`config.mk`:
```
export PLATFORM = sky130hd
export DESIGN_NAME = uart_receiver_flat
export DESIGN_NICKNAME = d
export VERILOG_FILES = /design/src/rtl/uart_pkg.sv /design/src/rtl/uart_receiver_if.sv /design/src/rtl/uart_rx_sampler.sv /design/src/rtl/uart_receiver.sv /design/src/flat_wrapper.sv
export SDC_FILE = /design/constraint.sdc
export NUM_CORES = 1
export LEC_CHECK = 0
export ABC_AREA = 1
export CAP_MARGIN = 0
export CORE_ASPECT_RATIO = 0.8
export CORE_UTILIZATION = 63
export CTS_CLUSTER_SIZE = 10
export DETAILED_ROUTE_END_ITERATION = 8
export GPL_TIMING_DRIVEN = 0
export PLACE_DENSITY = 0.92
export SETUP_SLACK_MARGIN = 0.1
export SYNTH_ARGS = -nofsm -noshare
export SYNTH_HDL_FRONTEND = slang
export SYNTH_SLANG_ARGS = --single-unit
```
`constraint.sdc`:
```
create_clock -name i_clk -period 3.51 [get_ports i_clk]
set_clock_uncertainty 0.15 [all_clocks]
set_input_delay 0.702 -clock i_clk [delete_from_list [all_inputs] [get_ports i_clk]]
set_output_delay 0.702 -clock i_clk [all_outputs]
set_load 0.02 [all_outputs]
```
`src/rtl/uart_pkg.sv`:
```
// Shared definitions for the UART receiver: FSM state encoding, parity modes, data-bit offset.
// Latency: none (definitions only).
// Backpressure: none (definitions only).
package uart_pkg;

  typedef enum logic [2:0] {
    ST_IDLE,
    ST_START,
    ST_DATA,
    ST_PAR,
    ST_STOP1,
    ST_STOP2
  } rx_state_t;

  localparam logic [1:0] PAR_SPACE = 2'b00;
  localparam logic [1:0] PAR_ODD   = 2'b01;
  localparam logic [1:0] PAR_EVEN  = 2'b10;
  localparam logic [1:0] PAR_MARK  = 2'b11;

  // Data bits per frame = dataBits + DATA_BITS_OFFSET
  localparam int DATA_BITS_OFFSET = 5;

endpackage

```
`src/rtl/uart_receiver_if.sv`:
```
// Host-side bundle of the UART receiver: serial line, frame format, character and status flags.
// Latency: none (wiring only).
// Backpressure: valid/readAck; an unread character causes later ones to be dropped with overrun.
interface uart_receiver_if #(
  parameter int CLOCK_DIVISOR_WIDTH = 24
);
  logic                           rx;
  logic [1:0]                     dataBits;
  logic                           hasParity;
  logic [1:0]                     parityMode;
  logic                           extraStopBit;
  logic [CLOCK_DIVISOR_WIDTH-1:0] clockDivisor;
  logic [7:0]                     data;
  logic                           valid;
  logic                           readAck;
  logic                           parityError;
  logic                           frameError;
  logic                           overrun;
  logic                           busy;

  modport master (
    output rx, dataBits, hasParity, parityMode, extraStopBit, clockDivisor, readAck,
    input  data, valid, parityError, frameError, overrun, busy
  );

  modport slave (
    input  rx, dataBits, hasParity, parityMode, extraStopBit, clockDivisor, readAck,
    output data, valid, parityError, frameError, overrun, busy
  );
endinterface

```
`src/rtl/uart_rx_sampler.sv`:
```
// RX front end: 2-flop synchroniser, falling-edge detect and bit-value filter (UART_RX_MAJORITY_EN).
// Latency: rxSync 2 cycles after rx; fallEdge the same cycle rxSync first reads low.
// Backpressure: none; free-running on every clock.
module uart_rx_sampler (
  input  logic i_clk,
  input  logic i_rstN,
  input  logic i_rx,
  output logic o_rxSync,
  output logic o_fallEdge,
  output logic o_bitValue
);

  logic r_sync1, r_sync2, r_sync3;

`ifdef UART_RX_MAJORITY_EN
  logic r_sync4;

  // Synchroniser plus two history taps; the line idles high so all flops reset to 1
  always_ff @(posedge i_clk or negedge i_rstN) begin
    if (!i_rstN) begin
      r_sync1 <= 1'b1;
      r_sync2 <= 1'b1;
      r_sync3 <= 1'b1;
      r_sync4 <= 1'b1;
    end else begin
      r_sync1 <= i_rx;
      r_sync2 <= r_sync1;
      r_sync3 <= r_sync2;
      r_sync4 <= r_sync3;
    end
  end

  // Evaluated one cycle after the bit centre, so the taps cover centre+1, centre, centre-1
  assign o_bitValue = (r_sync2 & r_sync3) | (r_sync2 & r_sync4) | (r_sync3 & r_sync4);
`else
  // Synchroniser plus one history tap for edge detection; idle-high reset
  always_ff @(posedge i_clk or negedge i_rstN) begin
    if (!i_rstN) begin
      r_sync1 <= 1'b1;
      r_sync2 <= 1'b1;
      r_sync3 <= 1'b1;
    end else begin
      r_sync1 <= i_rx;
      r_sync2 <= r_sync1;
      r_sync3 <= r_sync2;
    end
  end

  assign o_bitValue = r_sync2;
`endif

  assign o_rxSync   = r_sync2;
  assign o_fallEdge = r_sync3 & ~r_sync2;

endmodule

```
`src/rtl/uart_receiver.sv`:
```
// UART receiver: deserialises rx frames, checks parity/stop bits, holds one character (UART_RX_MAJORITY_EN).
// Latency: valid rises 1 cycle after the final stop-bit sample; start seen 3 cycles after rx falls.
// Backpressure: valid/readAck; a character completing while valid is high and unacked is dropped, setting overrun.
module uart_receiver
  import uart_pkg::*;
#(
  parameter int CLOCK_DIVISOR_WIDTH = 24
) (
  input logic            i_clk,
  input logic            i_rstN,
  uart_receiver_if.slave bus
);

  localparam int CNT_W = CLOCK_DIVISOR_WIDTH + 2;

  rx_state_t                      r_state, w_next;
  logic [CNT_W-1:0]               r_cnt;
  logic [CLOCK_DIVISOR_WIDTH-1:0] r_div;
  logic [1:0]                     r_bits, r_par_mode;
  logic                           r_par_en, r_two_stop;
  logic [7:0]                     r_shift;
  logic [2:0]                     r_bitcnt;
  logic                           r_perr, r_ferr;
  logic [7:0]                     r_data;
  logic                           r_valid, r_perr_out, r_ferr_out, r_overrun;

  logic             w_rx_sync, w_fall_edge, w_bit_value, w_bit;
  logic             w_hit, w_done, w_par_exp, w_maj_ofs, w_load;
  logic [CNT_W-1:0] w_half, w_period;
  logic [2:0]       w_last;

  uart_rx_sampler u_sampler (
    .i_clk      (i_clk),
    .i_rstN     (i_rstN),
    .i_rx       (bus.rx),
    .o_rxSync   (w_rx_sync),
    .o_fallEdge (w_fall_edge),
    .o_bitValue (w_bit_value)
  );

`ifdef UART_RX_MAJORITY_EN
  // Majority needs a neighbour on each side, so sample one cycle later; not possible at divisor 0
  assign w_maj_ofs = (r_div != '0);
`else
  assign w_maj_ofs = 1'b0;
`endif

  // A 2-cycle bit has no room for three samples, so divisor 0 always takes the single sample
  assign w_bit    = (r_div == '0) ? w_rx_sync : w_bit_value;
  assign w_half   = {1'b0, r_div, 1'b0} + CNT_W'(w_maj_ofs);
  assign w_period = {r_div, 2'b01};
  assign w_hit    = (r_state == ST_START) ? (r_cnt == w_half) : (r_cnt == w_period);
  assign w_last   = {1'b0, r_bits} + 3'(DATA_BITS_OFFSET - 1);
  assign w_load   = w_done && (!r_valid || bus.readAck);

  // State register
  always_ff @(posedge i_clk or negedge i_rstN) begin
    if (!i_rstN) r_state <= ST_IDLE;
    else         r_state <= w_next;
  end

  // Next-state logic; w_done marks the final stop-bit sample
  always_comb begin
    w_next = r_state;
    w_done = 1'b0;
    case (r_state)
      ST_IDLE:  if (w_fall_edge) w_next = ST_START;
      ST_START: if (w_hit) w_next = w_bit ? ST_IDLE : ST_DATA;
      ST_DATA:  if (w_hit && (r_bitcnt == w_last)) w_next = r_par_en ? ST_PAR : ST_STOP1;
      ST_PAR:   if (w_hit) w_next = ST_STOP1;
      ST_STOP1: if (w_hit) begin
        if (r_two_stop) begin
          w_next = ST_STOP2;
        end else begin
          w_next = ST_IDLE;
          w_done = 1'b1;
        end
      end
      ST_STOP2: if (w_hit) begin
        w_next = ST_IDLE;
        w_done = 1'b1;
      end
      default:  w_next = ST_IDLE;
    endcase
  end

  // Expected parity bit; unused upper shift bits are zero so they do not disturb the XOR
  always_comb begin
    w_par_exp = 1'b0;
    case (r_par_mode)
      PAR_MARK: w_par_exp = 1'b1;
      PAR_EVEN: w_par_exp = ^r_shift;
      PAR_ODD:  w_par_exp = ~^r_shift;
      default:  w_par_exp = 1'b0;
    endcase
  end

  // Cycle counter within the current bit, restarted at every sample point
  always_ff @(posedge i_clk or negedge i_rstN) begin
    if (!i_rstN)                               r_cnt <= '0;
    else if ((r_state == ST_IDLE) || w_hit)    r_cnt <= '0;
    else                                       r_cnt <= r_cnt + CNT_W'(1);
  end

  // Frame datapath: latch format at start, shift data bits, accumulate pending errors
  always_ff @(posedge i_clk or negedge i_rstN) begin
    if (!i_rstN) begin
      r_div      <= '0;
      r_bits     <= '0;
      r_par_en   <= 1'b0;
      r_par_mode <= '0;
      r_two_stop <= 1'b0;
      r_shift    <= '0;
      r_bitcnt   <= '0;
      r_perr     <= 1'b0;
      r_ferr     <= 1'b0;
    end else if ((r_state == ST_IDLE) && w_fall_edge) begin
      r_div      <= bus.clockDivisor;
      r_bits     <= bus.dataBits;
      r_par_en   <= bus.hasParity;
      r_par_mode <= bus.parityMode;
      r_two_stop <= bus.extraStopBit;
      r_shift    <= '0;
      r_bitcnt   <= '0;
      r_perr     <= 1'b0;
      r_ferr     <= 1'b0;
    end else if (w_hit) begin
      case (r_state)
        ST_DATA: begin
          r_shift[r_bitcnt] <= w_bit;
          r_bitcnt          <= r_bitcnt + 3'd1;
        end
        ST_PAR:   if (w_bit != w_par_exp) r_perr <= 1'b1;
        ST_STOP1: if (!w_bit) r_ferr <= 1'b1;
        default:  ;
      endcase
    end
  end

  // Character holding register and host handshake
  always_ff @(posedge i_clk or negedge i_rstN) begin
    if (!i_rstN) begin
      r_data     <= '0;
      r_valid    <= 1'b0;
      r_perr_out <= 1'b0;
      r_ferr_out <= 1'b0;
      r_overrun  <= 1'b0;
    end else if (w_load) begin
      r_data     <= r_shift;
      r_valid    <= 1'b1;
      r_perr_out <= r_perr;
      r_ferr_out <= r_ferr | ~w_bit;
      r_overrun  <= 1'b0;
    end else if (w_done) begin
      r_overrun  <= 1'b1;
    end else if (bus.readAck && r_valid) begin
      r_valid    <= 1'b0;
      r_perr_out <= 1'b0;
      r_ferr_out <= 1'b0;
      r_overrun  <= 1'b0;
    end
  end

  assign bus.data        = r_data;
  assign bus.valid       = r_valid;
  assign bus.parityError = r_perr_out;
  assign bus.frameError  = r_ferr_out;
  assign bus.overrun     = r_overrun;
  assign bus.busy        = (r_state != ST_IDLE);

endmodule

```
`src/flat_wrapper.sv`:
```
// flat-port wrapper written by rule: the top's interface ports become plain ports
module uart_receiver_flat import uart_pkg::*;
#(
  parameter int CLOCK_DIVISOR_WIDTH = 24
)
  (i_clk, i_rstN, bus_rx, bus_dataBits, bus_hasParity, bus_parityMode, bus_extraStopBit, bus_clockDivisor, bus_readAck, bus_data, bus_valid, bus_parityError, bus_frameError, bus_overrun, bus_busy);
  uart_receiver_if #(.CLOCK_DIVISOR_WIDTH(CLOCK_DIVISOR_WIDTH)) bus_i ();
  input logic i_clk;
  input logic i_rstN;
  input wire logic [$bits(bus_i.rx)-1:0] bus_rx;
  input wire logic [$bits(bus_i.dataBits)-1:0] bus_dataBits;
  input wire logic [$bits(bus_i.hasParity)-1:0] bus_hasParity;
  input wire logic [$bits(bus_i.parityMode)-1:0] bus_parityMode;
  input wire logic [$bits(bus_i.extraStopBit)-1:0] bus_extraStopBit;
  input wire logic [$bits(bus_i.clockDivisor)-1:0] bus_clockDivisor;
  input wire logic [$bits(bus_i.readAck)-1:0] bus_readAck;
  output wire logic [$bits(bus_i.data)-1:0] bus_data;
  output wire logic [$bits(bus_i.valid)-1:0] bus_valid;
  output wire logic [$bits(bus_i.parityError)-1:0] bus_parityError;
  output wire logic [$bits(bus_i.frameError)-1:0] bus_frameError;
  output wire logic [$bits(bus_i.overrun)-1:0] bus_overrun;
  output wire logic [$bits(bus_i.busy)-1:0] bus_busy;
  assign bus_i.rx = bus_rx;
  assign bus_i.dataBits = bus_dataBits;
  assign bus_i.hasParity = bus_hasParity;
  assign bus_i.parityMode = bus_parityMode;
  assign bus_i.extraStopBit = bus_extraStopBit;
  assign bus_i.clockDivisor = bus_clockDivisor;
  assign bus_i.readAck = bus_readAck;
  assign bus_data = bus_i.data;
  assign bus_valid = bus_i.valid;
  assign bus_parityError = bus_i.parityError;
  assign bus_frameError = bus_i.frameError;
  assign bus_overrun = bus_i.overrun;
  assign bus_busy = bus_i.busy;
  uart_receiver #(.CLOCK_DIVISOR_WIDTH(CLOCK_DIVISOR_WIDTH)) u_core (.i_clk(i_clk), .i_rstN(i_rstN), .bus(bus_i));
endmodule
```
Yosys cells after proc, flatten, opt, wreduce, memory -nomap -nowiden
Cells that the tools add are included.

Bits of input ports: 34. Word-level logic and storage cells: 112. Register bits: 87. Bits in latches: 0. Output and inout bits: 13. Bits in writable memories: 0. Memories kept: 0. ROM bits: 0.

Bitwise logic cells: 3. Muxes and demuxes: 41. Shift operators: 0. Add/sub/neg operators: 3. Divide/modulo/power cells: 0. $mul: 0. Equality and inequality tests: 20. Magnitude comparators: 2. Reduce and logical (&&, ||, !) cells: 24.

Operator list (number): two-way mux 3 bit (11); adder 26 x 1 -> 26 bit, second input constant (1); == test 26 x 25 -> 1 bit (1); == test 26 bit (1); two-way mux 26 bit (1); two-way mux 8 bit (3); two-way mux 1 bit (20); one-hot mux 3 bit (6 select lines) (1); inequality test 2 x 1 -> 1 bit, second input constant (7); nonzero test 2 bit (6); bitwise mux 8 bit (1); XNOR reduction 8 bit (1); parity 8 bit (1); == test 3 x 2 -> 1 bit, second input constant (2); == test 3 bit, second input constant (2); AND reduction 3 bit (2); AND reduction 6 bit (1); nonzero test 3 bit (2); logical AND 1 bit (5); == test 2 bit, second input constant (2); < comparator 3 x 4 -> 1 bit, second input constant (1); AND reduction 2 bit (2); adder 2 x 3 -> 3 bit, second input constant (1); adder 3 x 1 -> 3 bit, second input constant (1); other kinds (16) (17).

Longest topological paths before layout
Depth after elaboration: 8. Gate-level depth with buffers: 18. Mapped depth without buffers: 17.

Hierarchy
Synthesis repeated with hierarchy kept, for this count alone.

Cells, all modules: 764. Area total of the unflattened synthesis: 5280.1 um^2.

Modules (own cells, without submodules): uart_receiver (times used 1, area an instance 5183.7 um^2, sequential area each 2102.0 um^2, cells an instance 758); uart_rx_sampler (times used 1, area an instance 96.3 um^2, sequential area each 78.8 um^2, cells an instance 6).

Least setup slack after synthesis
No wires, ideal clock.

Kind: reg-to-reg. Start point: reg u_core.r_cnt[0]. End point: reg u_core.r_cnt[18]. Path slack: 1295 ps. Buffers on the path: 0. Arrival time: 1944 ps. Stages on the path, launching flop included: 14. Library setup time: 121 ps. Required time: 3239 ps. Clock period less this slack: 2215 ps. Cell sequence: dfrtp_1 ha_1 nand3_1 nor2_1 inv_1 nor2_1 nand2_1 nor3_2 nand3_1 nor2_2 nand3_1 nor2_1 xor2_1 nor2_1.

Cells in the longest elaborated chain, start to end: 4. Elaborated cells on any way between the ends: 6. Those cells by class: add/sub (1); eq/ne (2); mux (2); reduce/logical (1).

RTL lines: from (decl) (RTL line uart_receiver.sv:17) `logic [CNT_W-1:0] r_cnt;`; from (signal assigned) (RTL line uart_receiver.sv:102) `else r_cnt <= r_cnt + CNT_W'(1);`; parallel branches: the longest is 3 deep, another holds adder 26 x 1 -> 26 bit; two-way mux 26 bit * (RTL line uart_receiver.sv:101) `else if ((r_state == ST_IDLE) || w_hit) r_cnt <= '0;`.

Every way passes the cells marked *. A chain may end at the register's enable or synchronous reset.

Worst setup path after layout
Start point: reg u_core.r_state[2]. End point: reg u_core.r_cnt[20].

Cells in the longest elaborated chain, start to end: 4. Elaborated cells on any way between the ends: 5. Those cells by class: eq/ne (1); mux (2); reduce/logical (2).

RTL lines: from (decl) (RTL line uart_receiver.sv:16) `rx_state_t r_state, w_next;`; from (signal assigned) (RTL line uart_receiver.sv:59) `else r_state <= w_next;`; == test 3 x 1 -> 1 bit (RTL line uart_receiver.sv:52) `assign w_hit = (r_state == ST_START) ? (r_cnt == w_half) : (r_cnt == w_period);`; two-way mux 1 bit (RTL line uart_receiver.sv:52); logical OR 1 bit * (RTL line uart_receiver.sv:101); two-way mux 26 bit * (RTL line uart_receiver.sv:101).

Mark *: on every way between the ends. The rest lies on a longest branch, timed or not.

==> summary.md <==
The flow ran to the end, and the final reports show no timing, DRC or antenna violations. The gate family responsible for the most delay along the worst path was simple AND/OR/NAND/NOR gates. The logs give 767 for the number of nets in the synthesized netlist and 0 for the max-cap violation count. Across every metal layer, demand over resource in global routing totals 34.3%. The number of buffers and inverters on the critical path is 3. The clock slew seen by the registers of the worst setup and hold paths is 0.09 ns. STA classifies the critical path endpoint as a register. For this block, the via count after detailed routing is 5,143.

47 I/O pins were placed. The full die area is 0.00863 sq mm, and the static leakage is 0.00295 uW. In the layout the commonest cells are 251 x sky130_fd_sc_hd__nand2_1, 91 x sky130_fd_sc_hd__nor2_1, 84 x sky130_fd_sc_hd__dfrtp_1. Cells fill 75.9% of the core in the end.

The class of the worst hold path was in2async. The floorplan has 29 rows. The run gives 0.498 ns as the final critical-path setup slack. The average size of a mapped cell came out at 7.12 sq um. Traced cell by cell, the critical path runs through inv_4 -> nand2_4 -> nor2_4 -> buf_6 -> nand2_1 -> nand3b_1 -> nand2_1 -> nor2_1 -> nand4_1 -> nor2_1 -> nand3_2 -> nand2_1 -> buf_2 -> nor2_1. For the total of endpoints with negative setup slack in the final report, the log shows 0. In this run the tightest slew margin relative to its limit is 25.6%. Final critical-path required period: 3.01 ns. After the first detailed-routing iteration, the DRC count stood at 566. In the routed design, unresolved DRC markers number 0. The height of the die was 83.3 um; the global-route wire length before repair was 23,200 um.

The number of slew-limit violations in the final report is 0, and the cell count after synthesis is 731. Sequential cells were found to cover 41.9% of the synthesized design area. Via count of the first global-routing pass: 4,820. The total area inside the core boundary comes to 0.00798 sq mm. Among all stages on the critical path, the largest delay is contributed by sky130_fd_sc_hd__dfrtp_1. TritonCTS created 9 clock buffers. The total grt overflow was 0; the wire length per cell was 15.5 um. The area growth from synthesis to layout is 16.5%. Once detail routing completed, the nets flagged for antenna violations numbered 0.

The longest individual stage delay on the worst path came out at 0.47 ns. At the worst endpoint, the required time is 3.60 ns. Counting flops and latches in the post-synthesis netlist gives 87. For the routability congestion estimate, the log shows 0.929. Source-to-sink clock delay at the later pin of the worst-skew pair: 0.37 ns. The die is 104 um wide. The most common cell after layout, fill and taps aside was sky130_fd_sc_hd__nand2_1. VDD sags by at most 488 uV. For the number of antenna violations at the first check in global routing, the log shows 0. Number of H-tree levels: 3. Static timing analysis puts the maximum clock frequency at 0.332 GHz. For this design, the sink count on the clock tree is 87. Once the clock tree was built, the setup fixing pass inserted 0 buffers. Fill cells in the final layout number 599. Counting distinct cell types in the post-synthesis netlist gives 40. The tools report the area of the mapped netlist as 0.00520 sq mm. STA classifies the critical path startpoint as a register. The antenna diode count is 0, and the total power after layout is 4930 uW.

Dividing the final minimum period by the clock period gives 85.8%. The number of gates resized after CTS was 0. The root buffer selected by CTS was sky130_fd_sc_hd__clkbuf_8. The net count of the finished layout is 825.

The pin count of the biggest net entering global routing was 45. In this run the tool buffered the top-level ports with 46 buffer cells. The synthesis warning total is 0.

The first TritonRoute pass finished after 5 iterations. The critical path in this run is classified as reg2reg. At the pin with the least slew margin, the transition time is 1.11 ns. Of all nets on the critical path, the largest fanout is 10.

The tools report the placement-stage worst setup slack as 0.600 ns. Of the cells placed in the final design, the portion with a size suffix greater than 1 is 8.06%. The routed design has 14,000 um of wire.

The hold buffer count at CTS came out at 0. The post-DP HPWL came out at 10,400 um. Setup repair after global routing left no endpoint under its margin.

The clock passes through at most 2 buffers. In this run the power density over the cells is 813 mW/mm^2. TritonCTS built the clock tree.

Dividing the detail-routed via count by the number of cells gives 5.70. For the worst setup path, the data arrival time is 3.10 ns. The final-report hold violation count is 0.

For this configuration, the core starts out at a cell density of 65.2%.
-- synthesized netlist by cell type, drive strengths merged --
library cell,n,area (sq um)
nor3b,1,7.51
ha,2,25.0
nor4,1,6.26
nand3b,8,60.1
nand4,17,106
nor2,94,370
clkbuf,6,22.5
dfrtp,84,2100
or2,3,18.8
a31oi,2,12.5
nor3,15,80.1
o21ai,42,229
xnor2,7,61.3
a21oi,12,75.1
xor2,17,149
a211oi,1,7.51
dfstp,3,78.8
and3,1,6.26
nand3,62,348
buf,13,109
o211ai,2,20.0
inv,77,292
nand2,261,1010
-- worst reg2reg max path, stage by stage, from the launching register on --
cell	delay [ns]
sky130_fd_sc_hd__dfrtp_1	0.47
sky130_fd_sc_hd__inv_4	0.13
sky130_fd_sc_hd__nand2_4	0.07
sky130_fd_sc_hd__nor2_4	0.25
sky130_fd_sc_hd__buf_6	0.23
sky130_fd_sc_hd__nand2_1	0.09
sky130_fd_sc_hd__nand3b_1	0.14
sky130_fd_sc_hd__nand2_1	0.10
sky130_fd_sc_hd__nor2_1	0.12
sky130_fd_sc_hd__nand4_1	0.09
sky130_fd_sc_hd__nor2_1	0.15
sky130_fd_sc_hd__nand3_2	0.19
sky130_fd_sc_hd__nand2_1	0.29
sky130_fd_sc_hd__buf_2	0.34
sky130_fd_sc_hd__nor2_1	0.09
-- layer usage --
layer,track usage [%],up-vias,routed length (um)
li1,-,2425,-
met5,0,-,0
met4,12.3,0,279
met2,52.3,299,6250
met1,49.5,2390,6110
met3,5.73,29,1350
-- power by group --
| part | internal [uW] | switching (uW) |
|---|---|---|
| Clock | 476 | 372 |
| Combinational | 859 | 1730 |
| Sequential | 1240 | 250 |
-- cell families after synthesis --
group                    share of synthesized area, %
AND/OR/NAND/NOR                                  38.8
buffers and inverters                            8.13
flip-flops                                       41.9
AO/OA/AOI/OAI                                    6.62
XOR/XNOR                                         4.04
adder cells (fa/ha/maj)                         0.481
-- worst paths after layout --
| path | slack, ns | depth (start not counted) | end | from |
|---|---|---|---|---|
| max | 0.50 | 14 | u_core.r_cnt[20] | u_core.r_state[2] |
| min | 0.16 | 1 | u_core.bus.data[0] | i_rstN |
| max reg2reg | 0.50 | 14 | u_core.r_cnt[20] | u_core.r_state[2] |
| min reg2reg | 0.21 | 0 | u_core.u_sampler.o_bitValue | u_core.u_sampler.r_sync1 |
| max in group asynchronous | 2.42 | 2 | u_core.r_cnt[14] | i_rstN |
| min in group i_clk | 0.21 | 0 | u_core.u_sampler.o_bitValue | u_core.u_sampler.r_sync1 |
-- cell type report --
type / instances / area, sq um / share of cell area [%]
Multi-Input combinational cell: 548 / 2600 / 42.9
Sequential cell: 87 / 2180 / 36.0
Inverter: 77 / 292 / 4.81
Clock inverter: 5 / 106 / 1.76
Buffer: 19 / 131 / 2.17
Timing Repair Buffer: 47 / 485 / 8.01
Clock buffer: 11 / 131 / 2.17
Tap cell: 108 / 135 / 2.23
-- through the flow --
| stage | TNS, ns | cells | hold slack (ns) | cell area, sq um |
|---|---|---|---|---|
| 2_1_floorplan | 0 | 731 | 0.195 | 5200 |
| 3_3_place_gp | -123.75 | 885 | 0.196 | 5800 |
| 3_5_place_dp | 0 | 886 | 0.198 | 5820 |
| 4_1_cts | 0 | 902 | 0.183 | 6060 |
| 5_1_grt | 0 | 902 | 0.205 | 6060 |
| 6_report | 0 | 902 | 0.161 | 6060 |
-- sequential cells by signal (all words and copies together), names as in the netlist, 2 cells and up --
register	cells
u_core.r_cnt	26
u_core.r_par_mode	2
u_core.bus.data	8
u_core.r_div	24
u_core.r_bitcnt	3
u_core.r_bits	2
u_core.r_shift	8
u_core.r_state	3
Note: power is estimated with default switching activity, not from simulation.
==> RTL edit: new RTL, same flow settings <==
`CLOCK_DIVISOR_WIDTH` is set to 24 in 3 places; all go to 36.
--- a/src/rtl/uart_receiver_if.sv
+++ b/src/rtl/uart_receiver_if.sv
@@ -4,3 +4,3 @@
 interface uart_receiver_if #(
-  parameter int CLOCK_DIVISOR_WIDTH = 24
+  parameter int CLOCK_DIVISOR_WIDTH = 36
 );
--- a/src/rtl/uart_receiver.sv
+++ b/src/rtl/uart_receiver.sv
@@ -6,3 +6,3 @@
 #(
-  parameter int CLOCK_DIVISOR_WIDTH = 24
+  parameter int CLOCK_DIVISOR_WIDTH = 36
 ) (
--- a/src/flat_wrapper.sv
+++ b/src/flat_wrapper.sv
@@ -3,3 +3,3 @@
 #(
-  parameter int CLOCK_DIVISOR_WIDTH = 24
+  parameter int CLOCK_DIVISOR_WIDTH = 36
 )
Ports: changed (resized bus_clockDivisor); port bits go from 47 to 59. The function was not compared with the original's and may differ.
==> RTL edit against the unedited design <==
Critical endpoint is now u_core.bus.data[5]. Area after synthesis up 32%. Sequential cell count increased by 24. Worst setup slack improved by 20 ps. Routed wire length increased by 45%. Final area up 31%. Synthesized cell count up 36%. Highest routed layer unchanged. Total power rose by 29%. Largest cell class unchanged. Count of clock-buffer cells in the layout is the same.
==> RTL edit: results (changes against the unedited design) <==
Status:
- The flow ran to the end, and the final reports show no timing, DRC or antenna violations.

Synthesis:
- Ranked by instance count, the synthesized netlist is headed by 335 x nand2_1, 125 x nor2_1, 108 x dfrtp_1, 102 x inv_1, 99 x nand3_1.
- In the post-synthesis netlist, the biggest area contributors are dfrtp_1 39%, nand2_1 18%, nand3_1 7.2%.
- The number of nets produced by synthesis is 1,041 (+36%).
- The sequential fraction of the synthesis area is 40.5% (-1.4 points).
- The instance count of the mapped netlist came to 993 (+36%).

Pwr:
- The standby leakage power is 0.00374 uW (+27%).
- The maximum resistive drop on vdd is 0.400 mV (-18%).
- The net switching power is 3090 uW (+31%).

Worst setup path:
- The worst reg-to-reg setup slack is 520 ps (+20 ps).
- The arrival time of data at the critical path endpoint is 3080 ps (-20 ps).
- The path type of the worst setup path is reg2reg.
- The endpoint identified for the worst register-to-register timing path is u_core.bus.data[5].
- The largest stage delay on the critical path was 430 ps (-40 ps).
- The kind of cell with the highest combined delay along the critical path is simple AND/OR/NAND/NOR gates.
- The number of cell instances on the worst register-to-register path is 15 (+1).

Clocking:
- The clock latency reported for the late side of the worst-skew pair is 350 ps (-20 ps).
- The CTS clock-pin slew for the worst setup and hold paths is 70 ps (-20 ps).

Placed design:
- The minimum setup slack after placement came to 597 ps (-3.47 ps).
- The post-DP HPWL came to 15,200 um (+46%).
- The number of buffers added on ports is 58 (+26%).
- The final weighted congestion in routability-driven placement is 0.999 (+7.5%).
- The placement-stage cell area is 0.00765 sq mm (+31%).

Global routing:
- The overall global routing resource usage is 37.3% (+3.0 points).
- The via count of the first global-routing pass is 6,191 (+28%).
- The number of antenna violations at the first check in global routing came to 0 (unchanged).
- The first-pass GRT wire length is 32,000 um (+38%).
- The pin count of the biggest net entering global routing is 70 (+56%).

Drt:
- The overall via count from detail_route is 6,903 (+34%).
- The DRC violation total after the first TritonRoute iteration was 931 (+64%).
- The total detailed-routing wirelength is 20,200 um (+45%).

Cells and area:
- The post-layout net count is 1,111 (+35%).
- The share of post-route cells with drive strength above 1 was 5.62% (-2.4 points).
- The fill cell total of the finished layout is 821 (+37%).
- The final cell count without fillers is 1,208 (+34%).

STA:
- The max-slew headroom at the worst pin is 25.5% (-0.052 points).
## RTL edit: changes by cell type in the layout (fill, tap and decap cells not counted), moves of 12 or more
cell             change
nor2_1              +34
dfrtp_1             +24
clkdlybuf4s50_1     +12
nand2_1             +84
nand3_1             +43
xor2_1              +12
inv_1               +28
## RTL edit: worst register-to-register path, stage by stage, from the launching register on
cell,delay [ps]
dfrtp_1,430
inv_4,130
nand2_4,80
nor2_8,220
buf_6,240
nand2_1,90
nand3_1,180
nand4_1,150
or2_1,250
nor2_1,80
nand2_1,50
nor2_1,210
and2_1,250
nand3_2,190
nand2_1,120
nand2_1,70
## RTL edit: power by group through the flow
stage	Combinational [uW]	Clock [uW]	Sequential, uW
after floorplan	2410	0	1720
after global placement	3300	0	1790
after detailed placement	3360	0	1790
after CTS	3390	1110	1770
after global routing	3830	1160	1810
final	3490	1100	1790
## RTL edit: layout make-up
type	instances	area, sq um	share of cell area, %
sequential	111	2780	34.9
buffer	29	195	2.45
tap	140	175	2.20
timing repair buffer	59	606	7.61
clock buffer	11	233	2.92
multi-input combinational	746	3480	43.8
clock inverter	5	81.3	1.02
inverter	107	407	5.11
## RTL edit: worst max-delay path by stage
stage                              end  slack [ps]
global placement    u_core.r_bitcnt[1]       -2660
floorplan             u_core.r_cnt[14]        1280
global route        u_core.bus.data[5]         380
detailed placement  u_core.bus.data[5]         600
finish              u_core.bus.data[5]         520
CTS                 u_core.bus.data[5]         590
## RTL edit: cells by family after synthesis
family | after synthesis | share of synthesized area (%)
compound gates | 71 | 5.45
flops | 111 | 40.5
simple gates | 633 | 39.8
xor+xnor | 40 | 5.10
fa+ha+maj | 2 | 0.364
buf+inv | 136 | 8.76
## RTL edit: layer usage
layer  GRT usage, %  up-vias  part of all wire [%]
met1           51.7     3158                    43
met3           10.3       64                    11
met2           55.5      399                    42
met4           15.1        0                   3.6
met5              0        -                     0
li1               -     3282                     -
## RTL edit: through the flow
stage	TNS (ps)	hold slack [ps]
3_3_place_gp	-289410	201
3_5_place_dp	0	198
4_1_cts	0	208
2_1_floorplan	0	195
5_1_grt	0	212
6_report	0	201
